===== src/rtl/cla_pkg.sv =====
// Shared definitions for the multi-precision CLA sequencer.
// Covers the datapath slice width and the FSM state encoding.
package cla_pkg;

  localparam int BYTE_W = 8;

  typedef enum logic [1:0] {
    ST_IDLE = 2'd0,
    ST_RUN  = 2'd1,
    ST_DONE = 2'd2
  } state_t;

endpackage


===== src/rtl/cla8_slice.sv =====
// Combinational 8-bit carry-lookahead adder slice.
// Every carry is a flat sum of generate/propagate products rather than a ripple chain.
module cla8_slice
  import cla_pkg::*;
(
  input  logic [BYTE_W-1:0] a,
  input  logic [BYTE_W-1:0] b,
  input  logic              cin,
  output logic [BYTE_W-1:0] sum,
  output logic              cout
);

  logic [BYTE_W-1:0] gen;
  logic [BYTE_W-1:0] prop;
  logic [BYTE_W:0]   carry;
  logic              pterm;

  // Carry into bit i+1 is g[i] | p[i]g[i-1] | ... | p[i..0]cin.
  always_comb begin
    gen      = a & b;
    prop     = a ^ b;
    carry    = '0;
    pterm    = 1'b0;
    carry[0] = cin;
    for (int i = 0; i < BYTE_W; i++) begin
      carry[i+1] = gen[i];
      pterm      = prop[i];
      for (int j = i - 1; j >= 0; j--) begin
        carry[i+1] = carry[i+1] | (pterm & gen[j]);
        pterm      = pterm & prop[j];
      end
      carry[i+1] = carry[i+1] | (pterm & cin);
    end
  end

  assign sum  = prop ^ carry[BYTE_W-1:0];
  assign cout = carry[BYTE_W];

endmodule


===== src/rtl/cla_mp_sequencer.sv =====
// Multi-precision adder: runs one wide A+B+Cin through a single 8-bit CLA,
// one byte per cycle LSB first, and returns the registered sum and carry-out.
module cla_mp_sequencer
  import cla_pkg::*;
#(
  parameter int NWORDS = 4
) (
  input  logic                     clk,
  input  logic                     rst_n,
  input  logic                     in_valid,
  output logic                     in_ready,
  input  logic [BYTE_W*NWORDS-1:0] in_a,
  input  logic [BYTE_W*NWORDS-1:0] in_b,
  input  logic                     in_cin,
  output logic                     out_valid,
  input  logic                     out_ready,
  output logic [BYTE_W*NWORDS-1:0] out_sum,
  output logic                     out_cout,
  output logic                     busy
);

  localparam int W    = BYTE_W * NWORDS;
  localparam int IDXW = (NWORDS > 1) ? $clog2(NWORDS) : 1;
  localparam logic [IDXW-1:0] LAST_IDX = IDXW'(NWORDS - 1);

  state_t state, state_nxt;

  logic [W-1:0]      a_q;
  logic [W-1:0]      b_q;
  logic [W-1:0]      sum_q;
  logic              carry_q;
  logic              cout_q;
  logic [IDXW-1:0]   idx;
  logic [BYTE_W-1:0] slice_a;
  logic [BYTE_W-1:0] slice_b;
  logic [BYTE_W-1:0] slice_sum;
  logic              slice_cout;
  logic              last_byte;

  assign last_byte = (idx == LAST_IDX);

  always_ff @(posedge clk or negedge rst_n) begin
    if (!rst_n) state <= ST_IDLE;
    else        state <= state_nxt;
  end

  always_comb begin
    state_nxt = state;
    case (state)
      ST_IDLE: if (in_valid)  state_nxt = ST_RUN;
      ST_RUN:  if (last_byte) state_nxt = ST_DONE;
      ST_DONE: if (out_ready) state_nxt = ST_IDLE;
      default:                state_nxt = ST_IDLE;
    endcase
  end

  always_comb begin
    in_ready  = (state == ST_IDLE);
    out_valid = (state == ST_DONE);
    busy      = (state == ST_RUN) || (state == ST_DONE);
  end

  // Constant-index byte mux keeps every select in range for any NWORDS.
  always_comb begin
    slice_a = '0;
    slice_b = '0;
    for (int k = 0; k < NWORDS; k++) begin
      if (idx == IDXW'(k)) begin
        slice_a = a_q[k*BYTE_W +: BYTE_W];
        slice_b = b_q[k*BYTE_W +: BYTE_W];
      end
    end
  end

  cla8_slice u_slice (
    .a    (slice_a),
    .b    (slice_b),
    .cin  (carry_q),
    .sum  (slice_sum),
    .cout (slice_cout)
  );

  always_ff @(posedge clk or negedge rst_n) begin
    if (!rst_n) begin
      a_q     <= '0;
      b_q     <= '0;
      sum_q   <= '0;
      carry_q <= 1'b0;
      cout_q  <= 1'b0;
      idx     <= '0;
    end else if (state == ST_IDLE) begin
      if (in_valid) begin
        a_q     <= in_a;
        b_q     <= in_b;
        carry_q <= in_cin;
        idx     <= '0;
      end
    end else if (state == ST_RUN) begin
      for (int k = 0; k < NWORDS; k++) begin
        if (idx == IDXW'(k)) sum_q[k*BYTE_W +: BYTE_W] <= slice_sum;
      end
      carry_q <= slice_cout;
      // idx parks on the last byte so it never wraps.
      if (last_byte) cout_q <= slice_cout;
      else           idx    <= idx + IDXW'(1);
    end
  end

  assign out_sum  = sum_q;
  assign out_cout = cout_q;

endmodule


===== config.mk =====
export PLATFORM = sky130hd
export DESIGN_NAME = cla_mp_sequencer
export DESIGN_NICKNAME = d
export VERILOG_FILES = /design/src/rtl/cla_pkg.sv /design/src/rtl/cla8_slice.sv /design/src/rtl/cla_mp_sequencer.sv
export SDC_FILE = /design/constraint.sdc
export NUM_CORES = 1
export LEC_CHECK = 0
export CAP_MARGIN = 15
export CELL_PAD_IN_SITES_DETAIL_PLACEMENT = 1
export CELL_PAD_IN_SITES_GLOBAL_PLACEMENT = 1
export CORE_UTILIZATION = 37
export DETAILED_ROUTE_END_ITERATION = 10
export PLACE_DENSITY = 0.76
export SYNTH_ARGS = -nofsm -noshare
export SYNTH_HDL_FRONTEND = slang
export SYNTH_HIERARCHICAL = 1
export SYNTH_SLANG_ARGS = --single-unit

===== constraint.sdc =====
create_clock -name clk -period 2.8 [get_ports clk]
set_input_delay 0.7 -clock clk [delete_from_list [all_inputs] [get_ports clk]]
set_output_delay 0.7 -clock clk [all_outputs]
set_load 0.03 [all_outputs]

==> flow_metrics.py <==
metrics = {
    "grt": {
        "grt_max_degree": 54,
        "grt_pass1_wl_um": 21300,
        "grtUsageTotal_pct": 21.0,
        "grt_overflow": 0,
        "grt_pass1_vias": 3882,
        "antenna_found_initial": 0,
    },
    "floorplanning": {
        "core_area_um2": 12700,
        "fp-row-count": 41,
        "ios": 105,
        "initial_core_util_pct": 38.4,
        "dieArea_um2": 13700,
        "die_w_um": 117,
        "die_h_um": 117,
    },
    "clocking": {
        "clk_pin_slew_ps": 70,
        "ctsHoldBuffers": 0,
        "cts_tree": "done",
        "numCtsBuffers": 9,
        "cts_root_buf": "clkbuf_16",
        "clock_latency_ps": 350,
        "clock_sinks": 102,
        "htree_num_levels": 3,
        "clock_path_buffers": 2,
    },
    "yosys": {
        "synth-main-ff-cell": "dfrtp_1",
        "synthXorXnorAreaFrac_pct": 1.08,
        "syn-instance-count": 356,
        "yosys_warnings": 6,
        "ys_ff_latch": 102,
        "ys_async_sr_fraction_pct": 100,
        "synthMuxAreaShare_pct": 23.4,
        "yosysSeqAreaShare_pct": 52.2,
        "synth-compound-area-share_pct": 8.37,
        "synth_edf_count": 0,
        "ys_top_cells_by_area": "dfrtp_1 (52%), mux2_2 (21%), ha_1 (4.4%), o31ai_1 (2.5%), nor2b_1 (2.2%)",
        "synth_simple_gate_area_share_pct": 5.99,
        "synthAdderAreaFrac_pct": 4.76,
        "synth_area_um2": 4890,
        "synth_area_leader_cell": "dfrtp_1",
        "syn_nets": 443,
        "avgSynthCellArea_um2": 13.7,
        "synth.distinct_cells": 44,
        "yosys.area.top_type_share_pct": 52.2,
        "synth_top_family_by_area": "multiplexers",
    },
    "routing": {
        "vias_per_cell": 5.09,
        "drc": 0,
        "num_vias": 3444,
        "drtPass1Iterations": 6,
        "totalWireLength_um": 13700,
        "initialDrtViolationCount": 114,
        "routedWlPerCell_um": 20.3,
        "ant_nets": 0,
    },
    "critical_path": {
        "cp_max_fo": 6,
        "crit_arrival_ps": 3310,
        "cp-start-kind": "flip-flop",
        "crit_path_end_kind": "flip-flop",
        "required_ps": 3020,
        "crit_type": "reg2reg",
    },
    "final_layout": {
        "syn2layout_area_growth_pct": 46.3,
        "drive_above_1_share_pct": 42.7,
        "final_nets": 586,
        "n_fill_cell": 1289,
        "stdcell_area_um2": 7150,
        "antenna_cells": 0,
    },
    "sta": {
        "setup_viol": 22,
        "post-route-min-period_ps": 3090,
        "relSlewSlack_pct": 53.6,
        "hold_viol": 0,
        "fin_skew_ps": 6.21,
        "finalWorstSetupSlack_ps": -294,
        "grt_setup_unrepaired": "true",
        "worst_pin_slew_ps": 696,
        "slew_violations": 0,
        "fin_crit_sh_pct": 110,
        "fin_tns_setup_ps": -4280,
        "timing.fmax_ghz": 0.323,
    },
    "place": {
        "place_area_um2": 6300,
        "pre_cts_slack_ps": -334,
        "place_congestion": 0.843,
        "port_buffers": 104,
        "hpwl_um": 9390,
    },
    "job": {
        "drv_cap": 0,
    },
    "min_path": {
        "holdCritPathClass": "in2async",
    },
    "outcome": {
        "violations": "negative setup slack",
        "outcome": "finished with violations",
    },
}
==> worst max-delay path, stage by stage, from the launching register on <==
cell      delay, ps
dfrtp_1         430
inv_2           110
ha_4            130
nor2b_4         210
buf_6           150
buf_12          120
a221oi_1         80
o31ai_1         340
ha_1            320
and3_1          200
a221o_1         400
a21o_1          210
a211oi_2        210
a21oi_2          50
==> synthesized netlist by cell type, drive strengths merged (2+ instances only) <==
cell type / n
dfrtp: 102
mux2: 99
nand2: 21
nor2b: 18
ha: 17
a221oi: 16
o31ai: 16
inv: 10
buf: 9
clkbuf: 9
nor2: 5
a21oi: 4
nand3: 4
xnor2: 4
a21o: 2
a31oi: 2
nand2b: 2
xor2: 2
==> cells in the final DEF, fill, tap and decap left out, drive strengths merged, types with 2 or more instances in the layout <==
cell type / instances
dfrtp: 102
nor2: 5
nand2: 21
ha: 17
buf: 47
a21o: 2
clkinv: 4
clkbuf: 11
xnor2: 4
nand2b: 2
nor2b: 18
a31oi: 2
inv: 10
a21oi: 4
mux2: 99
clkdlybuf4s50: 103
o31ai: 16
a221oi: 16
nand3: 4
xor2: 2
==> state kept, by name, indices dropped and copies added, names as in the netlist <==
register  count
out_sum      32
state         2
b_q          32
out_cout      1
carry_q       1
idx           2
a_q          32
==> repair_timing <==
action,in CTS,in global routing
setup endpoints to repair,26,31
resized for setup,37,35
gates cloned,2,0
endpoints found under the hold margin,0,0
setup buffers,7,5
pin swaps,17,17
==> path summary, 6_finish.rpt <==
kind                       slack [ps]                      to                   start  cells after the start
hold / removal                    390  out_sum[8]$_DFFE_PN0P_                   rst_n                      1
setup / recovery                 -290     carry_q$_DFFE_PN0P_      idx[0]$_DFFE_PN0P_                     13
hold reg to reg                   500  out_sum[5]$_DFFE_PN0P_  out_sum[5]$_DFFE_PN0P_                      1
min in group clk                  500  out_sum[5]$_DFFE_PN0P_  out_sum[5]$_DFFE_PN0P_                      1
setup reg to reg                 -290     carry_q$_DFFE_PN0P_      idx[0]$_DFFE_PN0P_                     13
max in group asynchronous        1690     a_q[14]$_DFFE_PN0P_                   rst_n                      2
==> routing by layer <==
layer / GRT usage [%] / wire length, µm / part of all wire [%]
met5: 0 / 0 / 0
met2: 36.3 / 7050 / 51
met3: 3.19 / 496 / 3.6
met4: 10.7 / 353 / 2.6
met1: 25.7 / 5850 / 43
==> through the flow <==
| step | utilization, % | instances | hold WS, ps |
|---|---|---|---|
| finish | 56.2 | 676 | 390 |
| detailed placement | 49.5 | 646 | 493 |
| global route | 56.2 | 676 | 443 |
| CTS | 54.2 | 671 | 423 |
| floorplan | - | 356 | 404 |
| global placement | 49.5 | 646 | 485 |
==> cells by family (layout without fill, tap and decap cells) <==
group,Yosys count,after routing
DFF,102,102
muxes,100,100
and+or+nand+nor,54,54
AOI/OAI and AO/OA,48,48
buffers and inverters,28,176
adders and majority gates,18,18
xor gates and xnor gates,6,6
==> layout make-up <==
cell class                      count  area, µm²  area share, %
Clock inverter                      5       35.0          0.490
Tap cell                          172        215           3.01
Sequential cell                   102       2550           35.7
Multi-Input combinational cell    226       2560           35.8
Clock buffer                       11        243           3.40
Timing Repair Buffer              150       1510           21.1
Inverter                           10       37.5          0.525
Power is not shown: default switching activity piles up to over one toggle a cycle in this logic, so the estimate is an artifact.
